**src/rtl/sm4_pkg.sv**
```systemverilog
// Shared SM4 definitions: key-schedule constants, CK generation and the
// rotate / L' helpers used by both the key schedule and the round datapath.
package sm4_pkg;

  localparam int ROUNDS_MAX = 32;
  localparam int CNT_W      = $clog2(ROUNDS_MAX);

  localparam logic [31:0] FK0 = 32'hA3B1BAC6;
  localparam logic [31:0] FK1 = 32'h56AA3350;
  localparam logic [31:0] FK2 = 32'h677D9197;
  localparam logic [31:0] FK3 = 32'hB27022DC;

  typedef enum logic [1:0] {
    ST_IDLE  = 2'd0,
    ST_LOAD  = 2'd1,
    ST_RUN   = 2'd2,
    ST_FLUSH = 2'd3
  } ke_state_e;

  // n is expected in 1..31
  function automatic logic [31:0] rotl32(input logic [31:0] x, input int unsigned n);
    rotl32 = (x << n) | (x >> (32 - n));
  endfunction

  function automatic logic [31:0] l_key(input logic [31:0] b);
    l_key = b ^ rotl32(b, 13) ^ rotl32(b, 23);
  endfunction

  // CK_i byte j (j=0 is the MSB) = (4i+j)*7 with 8-bit wraparound
  function automatic logic [31:0] ck_word(input logic [CNT_W-1:0] i);
    logic [7:0]  base;
    logic [31:0] w;
    base = {1'b0, i, 2'b00};
    w    = '0;
    for (int j = 0; j < 4; j++) begin
      w[31-8*j -: 8] = (base + 8'(j)) * 8'd7;
    end
    ck_word = w;
  endfunction

endpackage

```
**src/rtl/sm4_sbox.sv**
```systemverilog
// SM4 byte substitution box, combinational table lookup.
module sm4_sbox (
  input  logic [7:0] in_i,
  output logic [7:0] out_o
);

  localparam logic [7:0] SBOX [256] = '{
    8'hD6, 8'h90, 8'hE9, 8'hFE, 8'hCC, 8'hE1, 8'h3D, 8'hB7, 8'h16, 8'hB6, 8'h14, 8'hC2, 8'h28, 8'hFB, 8'h2C, 8'h05,
    8'h2B, 8'h67, 8'h9A, 8'h76, 8'h2A, 8'hBE, 8'h04, 8'hC3, 8'hAA, 8'h44, 8'h13, 8'h26, 8'h49, 8'h86, 8'h06, 8'h99,
    8'h9C, 8'h42, 8'h50, 8'hF4, 8'h91, 8'hEF, 8'h98, 8'h7A, 8'h33, 8'h54, 8'h0B, 8'h43, 8'hED, 8'hCF, 8'hAC, 8'h62,
    8'hE4, 8'hB3, 8'h1C, 8'hA9, 8'hC9, 8'h08, 8'hE8, 8'h95, 8'h80, 8'hDF, 8'h94, 8'hFA, 8'h75, 8'h8F, 8'h3F, 8'hA6,
    8'h47, 8'h07, 8'hA7, 8'hFC, 8'hF3, 8'h73, 8'h17, 8'hBA, 8'h83, 8'h59, 8'h3C, 8'h19, 8'hE6, 8'h85, 8'h4F, 8'hA8,
    8'h68, 8'h6B, 8'h81, 8'hB2, 8'h71, 8'h64, 8'hDA, 8'h8B, 8'hF8, 8'hEB, 8'h0F, 8'h4B, 8'h70, 8'h56, 8'h9D, 8'h35,
    8'h1E, 8'h24, 8'h0E, 8'h5E, 8'h63, 8'h58, 8'hD1, 8'hA2, 8'h25, 8'h22, 8'h7C, 8'h3B, 8'h01, 8'h21, 8'h78, 8'h87,
    8'hD4, 8'h00, 8'h46, 8'h57, 8'h9F, 8'hD3, 8'h27, 8'h52, 8'h4C, 8'h36, 8'h02, 8'hE7, 8'hA0, 8'hC4, 8'hC8, 8'h9E,
    8'hEA, 8'hBF, 8'h8A, 8'hD2, 8'h40, 8'hC7, 8'h38, 8'hB5, 8'hA3, 8'hF7, 8'hF2, 8'hCE, 8'hF9, 8'h61, 8'h15, 8'hA1,
    8'hE0, 8'hAE, 8'h5D, 8'hA4, 8'h9B, 8'h34, 8'h1A, 8'h55, 8'hAD, 8'h93, 8'h32, 8'h30, 8'hF5, 8'h8C, 8'hB1, 8'hE3,
    8'h1D, 8'hF6, 8'hE2, 8'h2E, 8'h82, 8'h66, 8'hCA, 8'h60, 8'hC0, 8'h29, 8'h23, 8'hAB, 8'h0D, 8'h53, 8'h4E, 8'h6F,
    8'hD5, 8'hDB, 8'h37, 8'h45, 8'hDE, 8'hFD, 8'h8E, 8'h2F, 8'h03, 8'hFF, 8'h6A, 8'h72, 8'h6D, 8'h6C, 8'h5B, 8'h51,
    8'h8D, 8'h1B, 8'hAF, 8'h92, 8'hBB, 8'hDD, 8'hBC, 8'h7F, 8'h11, 8'hD9, 8'h5C, 8'h41, 8'h1F, 8'h10, 8'h5A, 8'hD8,
    8'h0A, 8'hC1, 8'h31, 8'h88, 8'hA5, 8'hCD, 8'h7B, 8'hBD, 8'h2D, 8'h74, 8'hD0, 8'h12, 8'hB8, 8'hE5, 8'hB4, 8'hB0,
    8'h89, 8'h69, 8'h97, 8'h4A, 8'h0C, 8'h96, 8'h77, 8'h7E, 8'h65, 8'hB9, 8'hF1, 8'h09, 8'hC5, 8'h6E, 8'hC6, 8'h84,
    8'h18, 8'hF0, 8'h7D, 8'hEC, 8'h3A, 8'hDC, 8'h4D, 8'h20, 8'h79, 8'hEE, 8'h5F, 8'h3E, 8'hD7, 8'hCB, 8'h39, 8'h48
  };

  assign out_o = SBOX[in_i];

endmodule

```
**src/rtl/sm4_tau.sv**
```systemverilog
// SM4 nonlinear word transform tau: four parallel byte S-boxes.
module sm4_tau (
  input  logic [31:0] x_i,
  output logic [31:0] y_o
);

  for (genvar g = 0; g < 4; g++) begin : g_sbox
    sm4_sbox u_sbox (
      .in_i  (x_i[8*g +: 8]),
      .out_o (y_o[8*g +: 8])
    );
  end

endmodule

```
**src/rtl/sm4_key_expand.sv**
```systemverilog
// Iterative SM4 key schedule: one round key per accepted cycle on a
// valid/ready stream, ROUNDS keys per run, done pulse on the last accept.
module sm4_key_expand
  import sm4_pkg::*;
#(
  parameter int ROUNDS = 32
) (
  input  logic         clk,
  input  logic         rst_n,
  input  logic         start,
  input  logic [127:0] mkey,
  output logic         busy,
  output logic         rk_valid,
  input  logic         rk_ready,
  output logic [31:0]  rk_out,
  output logic [4:0]   rk_index,
  output logic         done
);

  // Stream handshake: a key transfers on a cycle where rk_valid && rk_ready;
  // while rk_valid && !rk_ready every output and internal register holds.

  localparam logic [CNT_W-1:0] LAST    = CNT_W'(ROUNDS - 1);
  localparam logic [CNT_W-1:0] CNT_ONE = CNT_W'(1);

  ke_state_e          state_q, state_d;
  logic [3:0][31:0]   k_q, k_d;
  logic [CNT_W-1:0]   cnt_q, cnt_d;
  logic [31:0]        rk_q, rk_d;
  logic [CNT_W-1:0]   idx_q, idx_d;
  logic               vld_q, vld_d;
  logic               busy_q, busy_d;
  logic               done_q, done_d;

  logic [31:0]        tau_in, tau_out, rk_new;
  logic               advance;

  assign tau_in  = k_q[1] ^ k_q[2] ^ k_q[3] ^ ck_word(cnt_q);
  assign rk_new  = k_q[0] ^ l_key(tau_out);
  assign advance = !vld_q || rk_ready;

  sm4_tau u_tau (
    .x_i (tau_in),
    .y_o (tau_out)
  );

  always_comb begin
    state_d = state_q;
    k_d     = k_q;
    cnt_d   = cnt_q;
    rk_d    = rk_q;
    idx_d   = idx_q;
    vld_d   = vld_q;
    busy_d  = busy_q;
    done_d  = 1'b0;
    case (state_q)
      ST_IDLE: begin
        if (start) begin
          k_d[0]  = mkey[127:96] ^ FK0;
          k_d[1]  = mkey[95:64]  ^ FK1;
          k_d[2]  = mkey[63:32]  ^ FK2;
          k_d[3]  = mkey[31:0]   ^ FK3;
          busy_d  = 1'b1;
          state_d = ST_LOAD;
        end
      end
      ST_LOAD: begin
        cnt_d   = '0;
        state_d = ST_RUN;
      end
      ST_RUN: begin
        if (advance) begin
          rk_d   = rk_new;
          idx_d  = cnt_q;
          vld_d  = 1'b1;
          k_d[0] = k_q[1];
          k_d[1] = k_q[2];
          k_d[2] = k_q[3];
          k_d[3] = rk_new;
          // cnt stops at the last index so it never wraps inside a run
          if (cnt_q == LAST) begin
            state_d = ST_FLUSH;
          end else begin
            cnt_d = cnt_q + CNT_ONE;
          end
        end
      end
      ST_FLUSH: begin
        if (rk_ready) begin
          vld_d   = 1'b0;
          done_d  = 1'b1;
          busy_d  = 1'b0;
          state_d = ST_IDLE;
        end
      end
      default: state_d = ST_IDLE;
    endcase
  end

  always_ff @(posedge clk or negedge rst_n) begin
    if (!rst_n) begin
      state_q <= ST_IDLE;
      k_q     <= '0;
      cnt_q   <= '0;
      rk_q    <= '0;
      idx_q   <= '0;
      vld_q   <= 1'b0;
      busy_q  <= 1'b0;
      done_q  <= 1'b0;
    end else begin
      state_q <= state_d;
      k_q     <= k_d;
      cnt_q   <= cnt_d;
      rk_q    <= rk_d;
      idx_q   <= idx_d;
      vld_q   <= vld_d;
      busy_q  <= busy_d;
      done_q  <= done_d;
    end
  end

  assign busy     = busy_q;
  assign rk_valid = vld_q;
  assign rk_out   = rk_q;
  assign rk_index = idx_q;
  assign done     = done_q;

endmodule

```
**config.mk**
```make
export PLATFORM = sky130hd
export DESIGN_NAME = sm4_key_expand
export DESIGN_NICKNAME = d
export VERILOG_FILES = /design/src/rtl/sm4_pkg.sv /design/src/rtl/sm4_sbox.sv /design/src/rtl/sm4_tau.sv /design/src/rtl/sm4_key_expand.sv
export SDC_FILE = /design/constraint.sdc
export NUM_CORES = 1
export LEC_CHECK = 0
export ABC_CLOCK_PERIOD_IN_PS = 4250
export CAP_MARGIN = 5
export CORE_MARGIN = 8
export CORE_UTILIZATION = 55
export CTS_BUF_LIST = sky130_fd_sc_hd__clkbuf_16
export DETAILED_ROUTE_END_ITERATION = 10
export PLACE_DENSITY = 0.83
export SYNTH_ARGS = -nofsm -noshare
export SYNTH_HDL_FRONTEND = slang
export SYNTH_HIERARCHICAL = 1
export SYNTH_SLANG_ARGS = --single-unit
```
**constraint.sdc**
```tcl
create_clock -name clk -period 4.25 [get_ports clk]
set_input_delay 0.6375 -clock clk [delete_from_list [all_inputs] [get_ports clk]]
set_output_delay 0.6375 -clock clk [all_outputs]
set_load 0.1 [all_outputs]
```
==> results of run 1 <==
synth_stat cells, types with 30 or more instances:
library cell / number / area, um^2
a211oi_1: 52 / 390
a21o_1: 42 / 315
a21oi_1: 233 / 1170
a31oi_1: 75 / 469
and2_1: 30 / 188
buf_2: 137 / 686
clkbuf_1: 123 / 462
dfrtp_1: 175 / 4380
ha_1: 68 / 851
inv_1: 54 / 203
mux2i_1: 83 / 831
nand2_1: 366 / 1370
nand2b_1: 69 / 432
nand3_1: 86 / 430
nor2_1: 251 / 942
nor2b_1: 55 / 344
nor3_1: 93 / 465
o211ai_1: 73 / 548
o21ai_0: 324 / 1620
o311ai_0: 33 / 289
xnor2_1: 177 / 1550
cell families after synthesis:
family,Yosys count
muxes,114
xor gates and xnor gates,201
adders and majority gates,76
AOI/OAI and AO/OA,1143
DFF,175
and+or+nand+nor,1065
buffers and inverters,376
metrics by stage:
stage	util, %	setup slack, ns	hold WS, ns
4_1_cts	76.1	-0.0805	0.227
2_1_floorplan	-	0.0153	0.342
3_3_place_gp	69.3	-0.547	0.463
3_5_place_dp	69.3	-0.680	0.469
routing by layer:
| layer | GRT overflow | global-route usage, % |
|---|---|---|
| met5 | 7 | 57.1 |
| met4 | 119 | 78.2 |
| met3 | 81 | 77.9 |
| met2 | 152 | 88.5 |
| met1 | 34 | 78.2 |
timing repair:
| action | in CTS |
|---|---|
| cloned | 6 |
| pin swaps | 126 |
| gates resized for setup | 340 |
| setup buffers | 65 |
| hold endpoints to repair | 0 |
| endpoints found under the setup margin | 64 |
==> flow_metrics.env, run 1 <==
export IMPL_gp_routability_congestion=1.41
export IMPL_die_h_um=219
export IMPL_clock_sinks=175
export IMPL_ys_seq_area_share_pct=19.3
export IMPL_cts_root_buf="clkbuf_16"
export IMPL_ys_ff_latch=175
export IMPL_hold_buffers=0
export IMPL_yosysUniqueCellTypes=84
export IMPL_status="did not finish"
export IMPL_synthAdderAreaFrac_pct=4.46
export IMPL_yosysWarnings=6
export IMPL_numPortBuffers=171
export IMPL_synthMuxAreaShare_pct=5.87
export IMPL_synth_compound_area_share_pct=32.7
export IMPL_syn_area_um2=22700
export IMPL_htree_levels=4
export IMPL_io_pins=172
export IMPL_num_rows=74
export IMPL_synth_edf_count=0
export IMPL_placed_area_um2=28200
export IMPL_clockBufferDepth=2
export IMPL_numCtsBuffers=17
export IMPL_tool_error="[ERROR GRT-0232] Routing congestion too high. Check the congestion heatmap in the GUI."
export IMPL_hpwl_mm=79.3
export IMPL_die_w_um=219
export IMPL_dpl_cell_count=4106
export IMPL_synth_top_family_by_area="compound AO/OA/AOI/OAI gates"
export IMPL_syn_area_per_cell_um2=7.20
export IMPL_syn_instance_count=3150
export IMPL_synth_async_sr_flop_share_pct=100
export IMPL_synthFlopType="dfrtp_1"
export IMPL_synthSimpleGateAreaFrac_pct=21.9
export IMPL_haltStage="5_1_grt"
export IMPL_grt_max_degree=193
export IMPL_synth_fp_nets=3358
export IMPL_overflow=393
export IMPL_initial_core_util_pct=55.6
export IMPL_synth_xor_area_share_pct=7.77
export IMPL_grt_usage_pct=80.4
==> run 2: changes to the inputs <==
ABC_CLOCK_PERIOD_IN_PS = 5500   (was 4250)
CORE_UTILIZATION = 40   (was 55)
CTS_BUF_LIST = unset   (was sky130_fd_sc_hd__clkbuf_16)
PLACE_DENSITY = unset   (was 0.83)
PLACE_DENSITY_LB_ADDON = 0.15   (was unset)
clock period = 5.5 ns   (was 4.25 ns; I/O delays follow)
==> run 2 against run 1 <==
The flow now finishes without violations. Synthesized area unchanged. Synthesized cell count did not move.
==> flow_metrics.env, run 2 <==
export IMPL_firstDrtPassIters=7
export IMPL_grt_max_degree=215
export IMPL_drv_slew=0
export IMPL_status="completed"
export IMPL_endpoint_kind="flop"
export IMPL_tightest_slew_ns=1.15
export IMPL_r2r_start="cnt_q[1]$_DFFE_PN0P_"
export IMPL_grt_usage_pct=35.3
export IMPL_hold_buffers=0
export IMPL_drt_wl_total_mm=118
export IMPL_overflow=0
export IMPL_yosysUniqueCellTypes=84
export IMPL_num_rows=87
export IMPL_fill_cells=5703
export IMPL_syn_instance_count=3150
export IMPL_synthAdderAreaFrac_pct=4.46
export IMPL_crit_path_start="cnt_q[1]$_DFFE_PN0P_"
export IMPL_cp_required_ns=5.91
export IMPL_drt_initial_drc_count=4566
export IMPL_drive_above_1_share_pct=12.2
export IMPL_drv_cap=0
export IMPL_wire_per_inst_um=29.0
export IMPL_ys_seq_area_share_pct=19.3
export IMPL_ant_nets=0
export IMPL_largest_reg_flops=128
export IMPL_finClkSkew_ns=0.0165
export IMPL_relSlewSlack_pct=22.9
export IMPL_synth_area_leaders="dfrtp_1, o21ai_0, xnor2_1, nand2_1, a21oi_1"
export IMPL_ys_ff_latch=175
export IMPL_cp_max_fo=19
export IMPL_yosysWarnings=6
export IMPL_setup_viol=0
export IMPL_drc=0
export IMPL_worst_hold_slack_ns=0.353
export IMPL_hold_path_class="primary input to asynchronous set/reset pin"
export IMPL_rsz0062_at_grt="no"
export IMPL_gp_routability_congestion=1.09
export IMPL_numCtsBuffers=17
export IMPL_synth_compound_area_share_pct=32.7
export IMPL_yosysMostFrequentCell="nand2_1"
export IMPL_finalNetCount=3511
export IMPL_startpoint_type="flop"
export IMPL_syn_area_per_cell_um2=7.20
export IMPL_synth_async_sr_flop_share_pct=100
export IMPL_critPathKind="flop to flop"
export IMPL_synth_top_area_share_pct=19.3
export IMPL_synth_fp_nets=3358
export IMPL_dpl_cell_count=4040
export IMPL_htree_levels=4
export IMPL_post_cts_setup_buffers=0
export IMPL_hpwl_mm=89.5
export IMPL_rrSetupSlack_ns=0.13
export IMPL_min_period_over_period_pct=97.6
export IMPL_grt_pass1_wl_mm=173
export IMPL_multi_input_area_um2=16700
export IMPL_vias=27700
export IMPL_synth_commonest_cells="nand2_1, o21ai_0, nor2_1"
export IMPL_synthMuxAreaShare_pct=5.87
export IMPL_regArea_um2=4380
export IMPL_initial_core_util_pct=40.4
export IMPL_clock_sinks=175
export IMPL_dieArea_um2=64500
export IMPL_via_per_inst=6.81
export IMPL_min_period_ns=5.37
export IMPL_tns_ns=0
export IMPL_layout_area_overhead_vs_synth_pct=18.7
export IMPL_numPortBuffers=171
export IMPL_io_pins=172
export IMPL_synth_edf_count=0
export IMPL_clock_fmax_mhz=186
export IMPL_grt_pass1_vias=25800
export IMPL_cts_root_buf="clkbuf_16"
export IMPL_synth_largest_area_cell="dfrtp_1"
export IMPL_synth_xor_area_share_pct=7.77
export IMPL_top_register="k_q"
export IMPL_fin_ws_ns=0.130
export IMPL_antenna_found_initial=3
export IMPL_post_cts_resized=0
export IMPL_clk_latency_ns=0.48
export IMPL_syn_area_um2=22700
export IMPL_cp_data_arrival_time_ns=5.78
export IMPL_hold_violations=0
export IMPL_final_common_cell="nand2_1"
export IMPL_synth_top_family_by_area="compound AO/OA/AOI/OAI gates"
export IMPL_synthFlopType="dfrtp_1"
export IMPL_mostFrequentLayoutCells="nand2_1, o21ai_0, buf_4"
export IMPL_synthSimpleGateAreaFrac_pct=21.9
export IMPL_final_cells=4073
export IMPL_clockBufferDepth=2
export IMPL_die_h_um=254
export IMPL_cts_tree="built"
export IMPL_post_place_ws_ns=0.207
export IMPL_die_w_um=254
export IMPL_clk_pin_slew_worst_paths_ns=0.07
export IMPL_fp_coreArea_um2=56200
[run 2: cell counts after synthesis]
Identical to the previous run, type by type.
[run 2: worst paths after layout]
check | endpoint | cells past startpoint
worst min register to register | rk_out[5]$_DFFE_PN0P_ | 2
worst max register to register | k_q[113]$_DFFE_PN0P_ | 15
worst min-delay path | k_q[74]$_DFFE_PN0P_ | 1
worst max-delay path | k_q[113]$_DFFE_PN0P_ | 15
max in group asynchronous | cnt_q[0]$_DFFE_PN0P_ | 2
min in group clk | rk_out[5]$_DFFE_PN0P_ | 2
[run 2: layer usage]
layer / GRT usage (%) / vias up / part of all wire [%]
met5: 0 / - / 0.019
met4: 14.9 / 4 / 5.4
met3: 9.73 / 464 / 13
met2: 51.4 / 2298 / 41
met1: 48.6 / 13100 / 40
li1: - / 11800 / -
[run 2: logic make-up after synthesis]
| logic type | count (synthesis) |
|---|---|
| flip-flops | 175 |
| XOR/XNOR | 201 |
| adder cells (fa/ha/maj) | 76 |
| AO/OA/AOI/OAI | 1143 |
| AND/OR/NAND/NOR | 1065 |
| multiplexers | 114 |
| buffers and inverters | 376 |
[run 2: stage by stage]
step | area (um^2) | utilization (%)
global placement | 26300 | 46.9
finish | 26900 | 47.9
detailed placement | 26300 | 46.9
global route | 26900 | 47.9
floorplan | 22700 | -
CTS | 26900 | 47.9
[run 2: cell type report]
| cell class | instances | area share (%) |
|---|---|---|
| Inverter | 60 | 0.837 |
| Antenna cell | 1 | 0.00930 |
| Clock inverter | 13 | 0.446 |
| Tap cell | 756 | 3.51 |
| Sequential cell | 175 | 16.3 |
| Timing Repair Buffer | 450 | 15.1 |
| Multi-Input combinational cell | 2599 | 62.1 |
| Clock buffer | 19 | 1.68 |
[run 2: critical path, stage by stage (launching register included)]
cell and delay (ns):
dfrtp_1 0.50, fa_1 0.67, ha_1 0.23, fa_1 0.49, xor2_1 0.20, xnor2_2 0.59, buf_4 0.37, nor3_1 0.16
a31oi_1 0.39, o311ai_0 0.30, a31oi_1 0.25, buf_4 0.20, xnor2_1 0.14, xnor2_1 0.16, a211oi_1 0.53, a21o_1 0.13
Power of run 2 is left out: the tool's default activity adds up to more than one toggle a clock period on the data nets, which glitch-free logic cannot reach.
